## src/rtl/apb_pkg.sv

```systemverilog
// Shared APB types and widths for the register slave.
// Imported by the slave, its register file and its bench.
package apb_pkg;

  localparam int APB_ADDR_W = 32;
  localparam int APB_DATA_W = 32;

  typedef enum logic {
    IDLE,
    ACCESS
  } apb_slv_state_e;

  function automatic int idx_w(input int n);
    return (n <= 1) ? 1 : $clog2(n);
  endfunction

endpackage

```

## src/rtl/apb_if.sv

```systemverilog
// APB3 bus bundle between a requester and a completer.
// Clock and reset travel as plain ports alongside it.
interface apb_if;
  import apb_pkg::*;

  logic [APB_ADDR_W-1:0] paddr;
  logic                  psel;
  logic                  penable;
  logic                  pwrite;
  logic [APB_DATA_W-1:0] pwdata;
  logic [APB_DATA_W-1:0] prdata;
  logic                  pready;
  logic                  pslverr;

  modport master (
    output paddr, psel, penable, pwrite, pwdata,
    input  prdata, pready, pslverr
  );

  modport slave (
    input  paddr, psel, penable, pwrite, pwdata,
    output prdata, pready, pslverr
  );

endinterface

```

## src/rtl/apb_regfile.sv

```systemverilog
// Register storage: one sync write port, one async read port.
// Cleared synchronously while presetn is low.
module apb_regfile
  import apb_pkg::*;
#(
  parameter int NUM_REGS = 16,
  parameter int IDX_W    = 4
) (
  input  logic                  pclk,
  input  logic                  presetn,
  input  logic                  we,
  input  logic [IDX_W-1:0]      widx,
  input  logic [APB_DATA_W-1:0] wdata,
  input  logic [IDX_W-1:0]      ridx,
  output logic [APB_DATA_W-1:0] rdata
);

  logic [APB_DATA_W-1:0] regs [NUM_REGS];

  // clear on reset, otherwise commit the selected word
  always_ff @(posedge pclk) begin
    if (!presetn) begin
      for (int i = 0; i < NUM_REGS; i++) begin
        regs[i] <= '0;
      end
    end else if (we) begin
      regs[widx] <= wdata;
    end
  end

  // index padding for non power-of-two depths reads as zero
  assign rdata = (32'(ridx) < 32'(NUM_REGS)) ? regs[ridx] : '0;

endmodule

```

## src/rtl/apb_reg_slave.sv

```systemverilog
// APB3 completer with a bank of 32-bit registers.
// Fixed wait-state count; all outputs come straight from flops.
module apb_reg_slave
  import apb_pkg::*;
#(
  parameter int                    NUM_REGS    = 16,
  parameter int                    WAIT_STATES = 0,
  parameter logic [APB_ADDR_W-1:0] BASE_ADDR   = 32'h0000_0000
) (
  input logic   pclk,
  input logic   presetn,
  apb_if.slave  bus
);

  localparam int IDX_W = idx_w(NUM_REGS);

  apb_slv_state_e state, state_d;

  logic [3:0]            wait_cnt, cnt_d;
  logic [IDX_W-1:0]      idx_q, idx_d;
  logic                  err_q, err_d;
  logic                  pready_q, pready_d;
  logic                  pslverr_q, pslverr_d;
  logic [APB_DATA_W-1:0] prdata_q, prdata_d;

  logic [APB_ADDR_W-1:0] off;
  logic [29:0]           idx;
  logic                  dec_err;
  logic [IDX_W-1:0]      ridx;
  logic [APB_DATA_W-1:0] rdata;
  logic                  we;

  // BASE_ADDR is word aligned, so off[1:0] equals paddr[1:0]
  assign off     = bus.paddr - BASE_ADDR;
  assign idx     = off[31:2];
  assign dec_err = (off[1:0] != 2'b00) ||
                   (idx >= 30'(NUM_REGS));

  // the setup edge reads with the live decode, later edges
  // use the index latched at setup
  assign ridx = (state == IDLE) ? idx[IDX_W-1:0] : idx_q;

  apb_regfile #(
    .NUM_REGS (NUM_REGS),
    .IDX_W    (IDX_W)
  ) u_regs (
    .pclk    (pclk),
    .presetn (presetn),
    .we      (we),
    .widx    (idx_q),
    .wdata   (bus.pwdata),
    .ridx    (ridx),
    .rdata   (rdata)
  );

  // state, counter, decode latch and output flops
  always_ff @(posedge pclk) begin
    if (!presetn) begin
      state     <= IDLE;
      wait_cnt  <= '0;
      idx_q     <= '0;
      err_q     <= 1'b0;
      pready_q  <= 1'b0;
      pslverr_q <= 1'b0;
      prdata_q  <= '0;
    end else begin
      state     <= state_d;
      wait_cnt  <= cnt_d;
      idx_q     <= idx_d;
      err_q     <= err_d;
      pready_q  <= pready_d;
      pslverr_q <= pslverr_d;
      prdata_q  <= prdata_d;
    end
  end

  // next state, wait countdown, completion and write strobe
  always_comb begin
    state_d   = state;
    cnt_d     = wait_cnt;
    idx_d     = idx_q;
    err_d     = err_q;
    pready_d  = pready_q;
    pslverr_d = pslverr_q;
    prdata_d  = prdata_q;
    we        = 1'b0;
    unique case (state)
      IDLE: begin
        pready_d  = 1'b0;
        pslverr_d = 1'b0;
        prdata_d  = '0;
        if (bus.psel && !bus.penable) begin
          state_d = ACCESS;
          cnt_d   = 4'(WAIT_STATES);
          idx_d   = idx[IDX_W-1:0];
          err_d   = dec_err;
          if (WAIT_STATES == 0) begin
            pready_d  = 1'b1;
            pslverr_d = dec_err;
            if (!dec_err && !bus.pwrite) begin
              prdata_d = rdata;
            end
          end
        end
      end
      ACCESS: begin
        if (!bus.psel) begin
          state_d   = IDLE;
          cnt_d     = '0;
          pready_d  = 1'b0;
          pslverr_d = 1'b0;
          prdata_d  = '0;
        end else if (bus.penable) begin
          if (pready_q) begin
            we        = bus.pwrite && !err_q;
            state_d   = IDLE;
            cnt_d     = '0;
            pready_d  = 1'b0;
            pslverr_d = 1'b0;
            prdata_d  = '0;
          end else begin
            cnt_d = (wait_cnt == 4'd0) ? 4'd0
                                       : wait_cnt - 4'd1;
            if (wait_cnt <= 4'd1) begin
              pready_d  = 1'b1;
              pslverr_d = err_q;
              prdata_d  = '0;
              if (!err_q && !bus.pwrite) begin
                prdata_d = rdata;
              end
            end
          end
        end
      end
      default: begin
        state_d = IDLE;
      end
    endcase
  end

  assign bus.prdata  = prdata_q;
  assign bus.pready  = pready_q;
  assign bus.pslverr = pslverr_q;

endmodule

```

## src/flat_wrapper.sv

```systemverilog
// flat-port wrapper written by rule: the top's interface ports become plain ports
module apb_reg_slave_flat import apb_pkg::*;
#(
  parameter int                    NUM_REGS    = 16,
  parameter int                    WAIT_STATES = 0,
  parameter logic [APB_ADDR_W-1:0] BASE_ADDR   = 32'h0000_0000
)
  (pclk, presetn, bus_paddr, bus_psel, bus_penable, bus_pwrite, bus_pwdata, bus_prdata, bus_pready, bus_pslverr);
  apb_if bus_i ();
  input logic pclk;
  input logic presetn;
  input wire logic [$bits(bus_i.paddr)-1:0] bus_paddr;
  input wire logic [$bits(bus_i.psel)-1:0] bus_psel;
  input wire logic [$bits(bus_i.penable)-1:0] bus_penable;
  input wire logic [$bits(bus_i.pwrite)-1:0] bus_pwrite;
  input wire logic [$bits(bus_i.pwdata)-1:0] bus_pwdata;
  output wire logic [$bits(bus_i.prdata)-1:0] bus_prdata;
  output wire logic [$bits(bus_i.pready)-1:0] bus_pready;
  output wire logic [$bits(bus_i.pslverr)-1:0] bus_pslverr;
  assign bus_i.paddr = bus_paddr;
  assign bus_i.psel = bus_psel;
  assign bus_i.penable = bus_penable;
  assign bus_i.pwrite = bus_pwrite;
  assign bus_i.pwdata = bus_pwdata;
  assign bus_prdata = bus_i.prdata;
  assign bus_pready = bus_i.pready;
  assign bus_pslverr = bus_i.pslverr;
  apb_reg_slave #(.NUM_REGS(NUM_REGS), .WAIT_STATES(WAIT_STATES), .BASE_ADDR(BASE_ADDR)) u_core (.pclk(pclk), .presetn(presetn), .bus(bus_i));
endmodule
```

## config.mk

```make
export PLATFORM = sky130hd
export DESIGN_NAME = apb_reg_slave_flat
export DESIGN_NICKNAME = d
export VERILOG_FILES = /design/src/rtl/apb_pkg.sv /design/src/rtl/apb_if.sv /design/src/rtl/apb_regfile.sv /design/src/rtl/apb_reg_slave.sv /design/src/flat_wrapper.sv
export SDC_FILE = /design/constraint.sdc
export NUM_CORES = 1
export LEC_CHECK = 0
export BUFFER_PORTS_ARGS = -buffer_cell sky130_fd_sc_hd__buf_4
export CAP_MARGIN = 10
export CELL_PAD_IN_SITES_DETAIL_PLACEMENT = 0
export CELL_PAD_IN_SITES_GLOBAL_PLACEMENT = 1
export CORE_ASPECT_RATIO = 2
export CORE_MARGIN = 4
export CORE_UTILIZATION = 40
export CTS_CLUSTER_DIAMETER = 100
export DETAILED_ROUTE_END_ITERATION = 16
export HOLD_SLACK_MARGIN = 0.03
export PLACE_DENSITY_LB_ADDON = 0.2
export SYNTH_ARGS = -nofsm -noshare
export SYNTH_HDL_FRONTEND = slang
export SYNTH_SLANG_ARGS = --single-unit
```

## constraint.sdc

```tcl
create_clock -name pclk -period 4.1 [get_ports pclk]
set_input_delay 0.82 -clock pclk [delete_from_list [all_inputs] [get_ports pclk]]
set_output_delay 0.82 -clock pclk [all_outputs]
set_load 0.01 [all_outputs]
```

==> reports/metrics.yaml, run 1 <==
floorplan:
  ios: 103
  core_area_um2: 62000
  die_w_um: 185
  row_count: 129
  start_util: 0.404
  die_h_um: 362
  die_area_um2: 66900
critical_path:
  reg2reg_from: "u_core.state"
  critPathKind: "reg2reg"
  critical_path.startpoint_type: "flip-flop"
  critical_path_required_ns: 4.56
  reg2reg_to: "u_core.bus.prdata[6]"
  cp-end-kind: "flip-flop"
  reg2reg_depth: 6
  r2r_slack_ns: 0.86
  path_max_fanout: 53
  cp.arrival_ns: 3.70
placed_design:
  place_congestion: 0.820
  hpwl_um: 49300
  placed_area_um2: 27000
  io_buffers: 102
yosys:
  syn_area_um2: 25000
  synth-seq-cells: 556
  synthArstFlopShare: 0
  netlist_instances: 1847
  synth_flop_cell: "edfxtp_1"
  synthesis.nets: 1918
  yosysTopAreaCellShare: 0.615
  synth-seq-area-share: 0.650
  avgSynthCellArea_um2: 13.5
  synth_top_area_cell: "edfxtp_1"
  ys_warn_count: 0
  synth_edf_count: 512
  netlist-cell-type-count: 48
  synth_area_leaders: "edfxtp_1, and3_1, mux4_2"
clocking:
  cts_resized: 0
  cts_tree: "built"
  clk_path_buf_depth: 3
  cts_root_buf: "clkbuf_16"
  insertion_delay_ns: 0.59
  cts_buffers: 50
  clock_sinks: 556
  cts_setup_buffers: 0
  clk_pin_slew_ns: 0.07
  hold_buffers: 0
  cts_max_level: 2
timing:
  period_needed_ns: 3.24
  period_share: 0.791
  setup_viol: 0
  hold_viol: 0
  rsz0062_at_grt: "false"
  fmax_ghz: 0.308
  drv_slew: 0
  tns_ns: 0
  fin_skew_ns: 0.0169
  maxSlewHeadroom: 0.241
  worst_pin_slew_ns: 1.14
global_route:
  grt_usage: 0.244
  grt_antenna_before_repair: 13
  grt-ovfl-total: 0
  grt_max_degree: 101
  grt_pass1_wl_um: 116000
  grt_pass1_vias: 16300
pwr:
  peakVddDrop_mv: 0.361
  leakagePower_nw: 11.4
  p_per_area_nw_per_um2: 430
  p_total_mw: 12.3
route:
  via_count: 16000
  ant_nets: 0
  drtPass1Iterations: 5
  vias_per_cell: 5.87
  drt_iter0_drc: 1464
  wl_um: 82800
  drc_errors: 0
  wl_per_cell_um: 30.3
min_path:
  hp-class: "reg2reg"
  min_path_cells: 2
  hp-start: "u_core.bus.prdata[21]"
  min_to: "u_core.bus.prdata[21]"
cells_and_area:
  finalInstanceArea_um2: 28700
  area.growth.synth_to_final_pct: 14.9
  fillers: 5558
  drive_gt1_frac: 0.197
  final_common_cell: "edfxtp_1"
  finish.net_count: 1966
  final_cell_mix: "edfxtp_1, and3_1, and2_1, nand2_1, buf_4"
outcome:
  run_status: "complete, no violations"
run:
  drv_cap: 0
-- flip-flops by register name (all words and copies together), names as in the netlist --
signal,cells
u_core.u_regs.regs,512
u_core.bus.prdata,32
u_core.idx_q,4
u_core.wait_cnt,4
u_core.bus.pready,1
u_core.bus.pslverr,1
u_core.err_q,1
u_core.state,1
-- synthesized netlist by cell type, drive strengths merged (3+ instances only) --
cell,n
buf,31
mux2i,42
o22a,14
nor2b,9
nand3,36
a32o,15
o211a,3
nand2,172
clkbuf,153
mux4,79
edfxtp,512
and2,225
a2111oi,14
nor4,9
nand2b,4
nor2,31
mux2,4
inv,4
dfxtp,44
a221oi,16
nor3,8
a22o,16
a31oi,4
and3,291
o22ai,17
a311oi,4
o21ai,24
a21oi,45
-- report_power, final --
group / switching [mW] / internal (mW) / total (mW)
Combinational: 0.713 / 0.374 / 1.09
Sequential: 0.0589 / 6.34 / 6.40
Clock: 2.16 / 2.69 / 4.85
Total: 2.94 / 9.41 / 12.3
-- per-stage QoR --
| stage | instances | hold slack [ns] | util | setup slack [ns] |
|---|---|---|---|---|
| 6_report | 2730 | 0.455 | 0.464 | 0.857 |
| 5_1_grt | 2725 | 0.482 | 0.463 | 0.718 |
| 4_1_cts | 2723 | 0.465 | 0.463 | 0.822 |
| 3_5_place_dp | 2629 | 0.450 | 0.436 | 0.597 |
| 3_3_place_gp | 2629 | 0.444 | 0.436 | 0.535 |
| 2_1_floorplan | 1847 | 0.444 | - | -0.203 |
-- layer usage --
| layer | track usage | up-vias | part of all wire |
|---|---|---|---|
| met5 | 0 | - | 0.00034 |
| met1 | 0.275 | 8243 | 0.35 |
| met4 | 0.0988 | 4 | 0.044 |
| met2 | 0.455 | 572 | 0.55 |
| met3 | 0.0338 | 173 | 0.054 |
| li1 | - | 7032 | - |
-- cells by family after synthesis --
family	after synthesis	share of synthesized area
buffers and inverters	188	0.0304
AO/OA/AOI/OAI	180	0.0519
multiplexers	125	0.0899
AND/OR/NAND/NOR	796	0.177
flip-flops	556	0.650
adder cells (fa/ha/maj)	2	0.00100
-- worst max path at each step --
stage	slack, ns	cells past startpoint	startpoint	end
3_5_place_dp	0.60	8	presetn	u_core.u_regs.regs[1][27]
2_1_floorplan	-0.20	6	presetn	u_core.u_regs.regs[13][0]
6_report	0.86	6	u_core.state	u_core.bus.prdata[6]
5_1_grt	0.72	7	u_core.state	u_core.bus.prdata[5]
3_3_place_gp	0.53	8	presetn	u_core.u_regs.regs[1][27]
4_1_cts	0.82	6	u_core.state	u_core.bus.prdata[6]
-- worst max-delay path, cell delays in order (launching register included) --
cell and delay, ns:
dfxtp_1 0.53, buf_4 0.33, mux2_4 0.60, buf_12 0.38
mux4_2 0.43, a221oi_1 0.56, o21ai_0 0.16
-- final cells by class --
cell class / instances / area (µm²) / area share
multi-input cells: 1103 / 8250 / 0.287
clock inverters: 27 / 263 / 0.00914
clock buffers: 67 / 1420 / 0.0493
well taps: 786 / 983 / 0.0342
inverters: 4 / 15.0 / 0.000523
flip-flops and latches: 556 / 16300 / 0.566
diodes: 7 / 17.5 / 0.000610
repair buffers: 180 / 1540 / 0.0536
No activity file was read; power rests on OpenSTA's default activity.
==> inputs of run 2 (changes only) <==
clock period = 3.1 ns   (was 4.1 ns; I/O delays follow)
==> run 2 against run 1 <==
Core utilization rose by 0.47 points. Clock power grew 35%. Largest power group unchanged. Cell count increased by 0.22%. Sequential share of layout area fell by 0.57 points.
==> reports/metrics.yaml, run 2 (synthesis results as in run 1) <==
outcome:
  run_status: "complete, no violations"
timing:
  rsz0062_at_grt: "false"
  hold_slack_ns: 0.341
  worst_pin_slew_ns: 0.910
  period_share: 0.859
  fin_skew_ns: 0.0138
  period_needed_ns: 2.66
  drv_slew: 0
  hold_viol: 0
  fmax_ghz: 0.376
  maxSlewHeadroom: 0.393
  setup_viol: 0
  worst_slack_ns: 0.438
  tns_ns: 0
floorplan:
  row_count: 129
  core_area_um2: 62000
  ios: 103
  die_h_um: 362
  start_util: 0.404
  die_w_um: 185
  die_area_um2: 66900
global_route:
  grt_antenna_before_repair: 8
  grt_usage: 0.261
  grt_pass1_wl_um: 125000
  grt-ovfl-total: 0
  grt_pass1_vias: 17000
  grt_max_degree: 97
cells_and_area:
  largest-register: "u_core.u_regs.regs"
  area.growth.synth_to_final_pct: 16.0
  fillers: 5498
  drive_gt1_frac: 0.201
  finalNonFillerCells: 2736
  final_cell_mix: "edfxtp_1, and3_1, and2_1, nand2_1, buf_4"
  final_common_cell: "edfxtp_1"
  largest_reg_flops: 512
  finish.net_count: 1976
pwr:
  peakVddDrop_mv: 0.385
  p_per_area_nw_per_um2: 569
  p_total_mw: 16.5
  leakagePower_nw: 11.5
clocking:
  clock_sinks: 556
  cts_max_level: 2
  clk_path_buf_depth: 3
  hold_buffers: 0
  cts_buffers: 51
  cts_tree: "built"
  insertion_delay_ns: 0.60
  cts_setup_buffers: 0
  clk_pin_slew_ns: 0.06
  cts_root_buf: "clkbuf_16"
  cts_resized: 0
route:
  drc_errors: 0
  vias_per_cell: 5.96
  via_count: 16300
  drtPass1Iterations: 6
  wl_um: 88000
  wl_per_cell_um: 32.1
  drt_iter0_drc: 1600
  ant_nets: 0
critical_path:
  max_stage_delay_ns: 0.42
  crit_chain: "buf_4, mux2_4, buf_4, buf_12, mux4_2, a22o_1, a221oi_1, o21ai_0"
  path_max_fanout: 34
  cpMostUsedCell: "buf_4"
  r2r_slack_ns: 0.44
  cp.buffers_inverters: 3
  critical_path.startpoint_type: "flip-flop"
  critical_path_required_ns: 3.56
  cp-end-kind: "flip-flop"
  slowest_stage: "dfxtp_1"
  cp.arrival_ns: 3.12
  cp_top_family: "buffers and inverters"
  critPathKind: "reg2reg"
run:
  drv_cap: 0
placed_design:
  hpwl_um: 50600
  io_buffers: 102
  place_congestion: 0.798
  pre_cts_ws_ns: 0.260
  dp_cells: 2638
min_path:
  hp-class: "in2reg"
run 2: worst paths after layout:
path                           start                    to  cells past startpoint
setup reg to reg        u_core.state  u_core.bus.prdata[8]                      8
setup / recovery        u_core.state  u_core.bus.prdata[8]                      8
hold reg to reg   u_core.wait_cnt[3]    u_core.wait_cnt[3]                      1
hold / removal          bus_paddr[2]       u_core.idx_q[0]                      3
run 2: routing by layer:
metal	up-vias	wire length, µm	global-route usage
li1	7053	-	-
met1	8420	32100	0.306
met2	630	47100	0.479
met3	207	4540	0.0305
met4	4	4230	0.109
met5	-	27	0
run 2: through the flow:
step | utilization | cell area [µm²]
after floorplan | - | 25000
after global placement | 0.441 | 27300
after CTS | 0.468 | 29000
after detailed placement | 0.441 | 27300
after global routing | 0.468 | 29000
final | 0.468 | 29000
run 2: power breakdown:
| part | switching, mW | internal [mW] | leakage [nW] | total, mW |
|---|---|---|---|---|
| Combinational | 0.950 | 0.520 | 5.05 | 1.47 |
| Clock | 2.88 | 3.69 | 0.839 | 6.57 |
| Sequential | 0.0791 | 8.39 | 5.65 | 8.47 |
run 2: tightest hold or removal path, stage by stage:
cell and delay [ns]:
buf_4 0.11, mux2i_1 0.07, nor2b_1 0.10
run 2: final cells by class:
class,instances,area [µm²],area share
sequential,556,16300,0.560
clock buffer,65,1390,0.0479
inverter,4,15.0,0.000517
timing repair buffer,189,1790,0.0618
antenna,3,7.51,0.000259
clock inverter,30,323,0.0111
tap,786,983,0.0339
multi-input combinational,1103,8260,0.284
==> inputs of run 3 (changes only) <==
CELL_PAD_IN_SITES_DETAIL_PLACEMENT = 1   (was 0)
CELL_PAD_IN_SITES_GLOBAL_PLACEMENT = 2   (was 1)
==> run 3 against run 2 <==
Global-route usage rose by 0.57 points. Critical path depth shrank 1. Hold slack gained 0.024 ns. Total power is 0.48% higher. Clock skew is 0.0018 ns lower. Via count grew 1.0%. Clock power up 1%. Combinational power is essentially flat.
==> reports/metrics.yaml, run 3 (synthesis results as in run 1) <==
floorplan:
  die_w_um: 185
  ios: 103
  start_util: 0.404
  core_area_um2: 62000
  die_h_um: 362
  die_area_um2: 66900
  row_count: 129
cells_and_area:
  utilization: 0.468
  finalNonFillerCells: 2731
  finish.net_count: 1974
  final_common_cell: "edfxtp_1"
  final_cell_mix: "edfxtp_1, and3_1, and2_1, nand2_1, buf_4"
  drive_gt1_frac: 0.201
  fillers: 6234
  largest-register: "u_core.u_regs.regs"
  area.growth.synth_to_final_pct: 15.9
  largest_reg_flops: 512
pwr:
  power.share.combinational: 0.088
  peakVddDrop_mv: 0.448
  clockPowerShare: 0.401
  p_sw_mw: 3.84
  switching_share: 0.231
  p_total_mw: 16.6
  p_int_mw: 12.7
  p_per_area_nw_per_um2: 572
  leakagePower_nw: 11.5
  p_seq_frac: 0.511
critical_path:
  r2r_slack_ns: 0.26
  crit_start: "u_core.state"
  critical_path_required_ns: 3.58
  path_max_fanout: 64
  cp.arrival_ns: 3.32
  reg2reg_to: "u_core.bus.prdata[3]"
  reg2reg_from: "u_core.state"
  reg2reg_depth: 7
  critPathKind: "reg2reg"
  cp-end-kind: "flip-flop"
  cp-endpoint: "u_core.bus.prdata[3]"
  critical_path.startpoint_type: "flip-flop"
timing:
  rsz0062_at_grt: "false"
  period_share: 0.916
  tns_ns: 0
  setup_viol: 0
  fmax_ghz: 0.352
  period_needed_ns: 2.84
  drv_slew: 0
  fin_skew_ns: 0.0120
  worst_pin_slew_ns: 0.793
  maxSlewHeadroom: 0.472
  hold_viol: 0
clocking:
  clock_sinks: 556
  cts_root_buf: "clkbuf_16"
  cts_tree: "built"
  cts_buffers: 49
  hold_buffers: 0
  clk_pin_slew_ns: 0.06
  cts_setup_buffers: 0
  cts_resized: 0
  insertion_delay_ns: 0.59
  cts_max_level: 2
  clk_path_buf_depth: 3
global_route:
  grt-ovfl-total: 0
  grt_pass1_vias: 17700
  grt_antenna_before_repair: 6
  grt_pass1_wl_um: 127000
  grt_max_degree: 89
  grt_usage: 0.267
placed_design:
  dp_cells: 2638
  place_congestion: 0.780
  hpwl_um: 53300
  io_buffers: 102
route:
  ant_nets: 0
  wl_um: 90300
  drtPass1Iterations: 5
  drc_errors: 0
  wl_per_cell_um: 33.1
  vias_per_cell: 6.03
  drt_iter0_drc: 1287
  via_count: 16500
min_path:
  hp-class: "in2reg"
  hp-start: "bus_paddr[2]"
outcome:
  run_status: "complete, no violations"
run:
  drv_cap: 0
==> run 3: worst min-delay path by stage <==
stage               cells past startpoint                    end  slack, ns
floorplan                               1     u_core.wait_cnt[3]       0.44
global placement                        2  u_core.bus.prdata[24]       0.44
detailed placement                      2  u_core.bus.prdata[24]       0.45
CTS                                     3        u_core.idx_q[0]       0.34
global route                            3        u_core.idx_q[0]       0.37
finish                                  3        u_core.idx_q[0]       0.36
==> run 3: layout make-up <==
type / instances / area, µm² / area share
Multi-Input combinational cell: 1103 / 8260 / 0.285
Clock buffer: 62 / 1320 / 0.0454
Clock inverter: 29 / 405 / 0.0140
Inverter: 4 / 15.0 / 0.000518
Timing Repair Buffer: 189 / 1770 / 0.0610
Sequential cell: 556 / 16300 / 0.560
Antenna cell: 2 / 5.00 / 0.000173
Tap cell: 786 / 983 / 0.0339
==> run 3: power by group through the flow <==
stage               combinational, mW  clock (mW)  sequential (mW)
CTS                              1.47        6.77             8.47
detailed placement               1.47           0             8.63
finish                           1.46        6.66             8.47
global route                     1.54        7.06             8.48
floorplan                       0.782           0             8.60
global placement                 1.45           0             8.61
==> run 3: critical path, cell delays in order, from the launching register on <==
cell	delay (ns)
dfxtp_1	0.52
buf_4	0.31
mux2_4	0.24
buf_12	0.36
mux4_2	0.39
a2111oi_0	0.48
nor2_1	0.10
a32o_1	0.27
==> run 3: per-stage QoR <==
step / cell area, µm² / hold WS [ns] / setup slack, ns
floorplan: 25000 / 0.444 / -0.857
global placement: 27300 / 0.443 / 0.217
detailed placement: 27300 / 0.450 / 0.251
CTS: 29000 / 0.336 / 0.293
global route: 29000 / 0.374 / 0.121
finish: 29000 / 0.364 / 0.260
==> run 3: layer usage <==
metal | vias up | global-route usage | part of all wire
li1 | 7035 | - | -
met4 | 2 | 0.113 | 0.049
met2 | 581 | 0.499 | 0.55
met5 | - | 0 | 0.00013
met1 | 8654 | 0.302 | 0.35
met3 | 208 | 0.0343 | 0.049
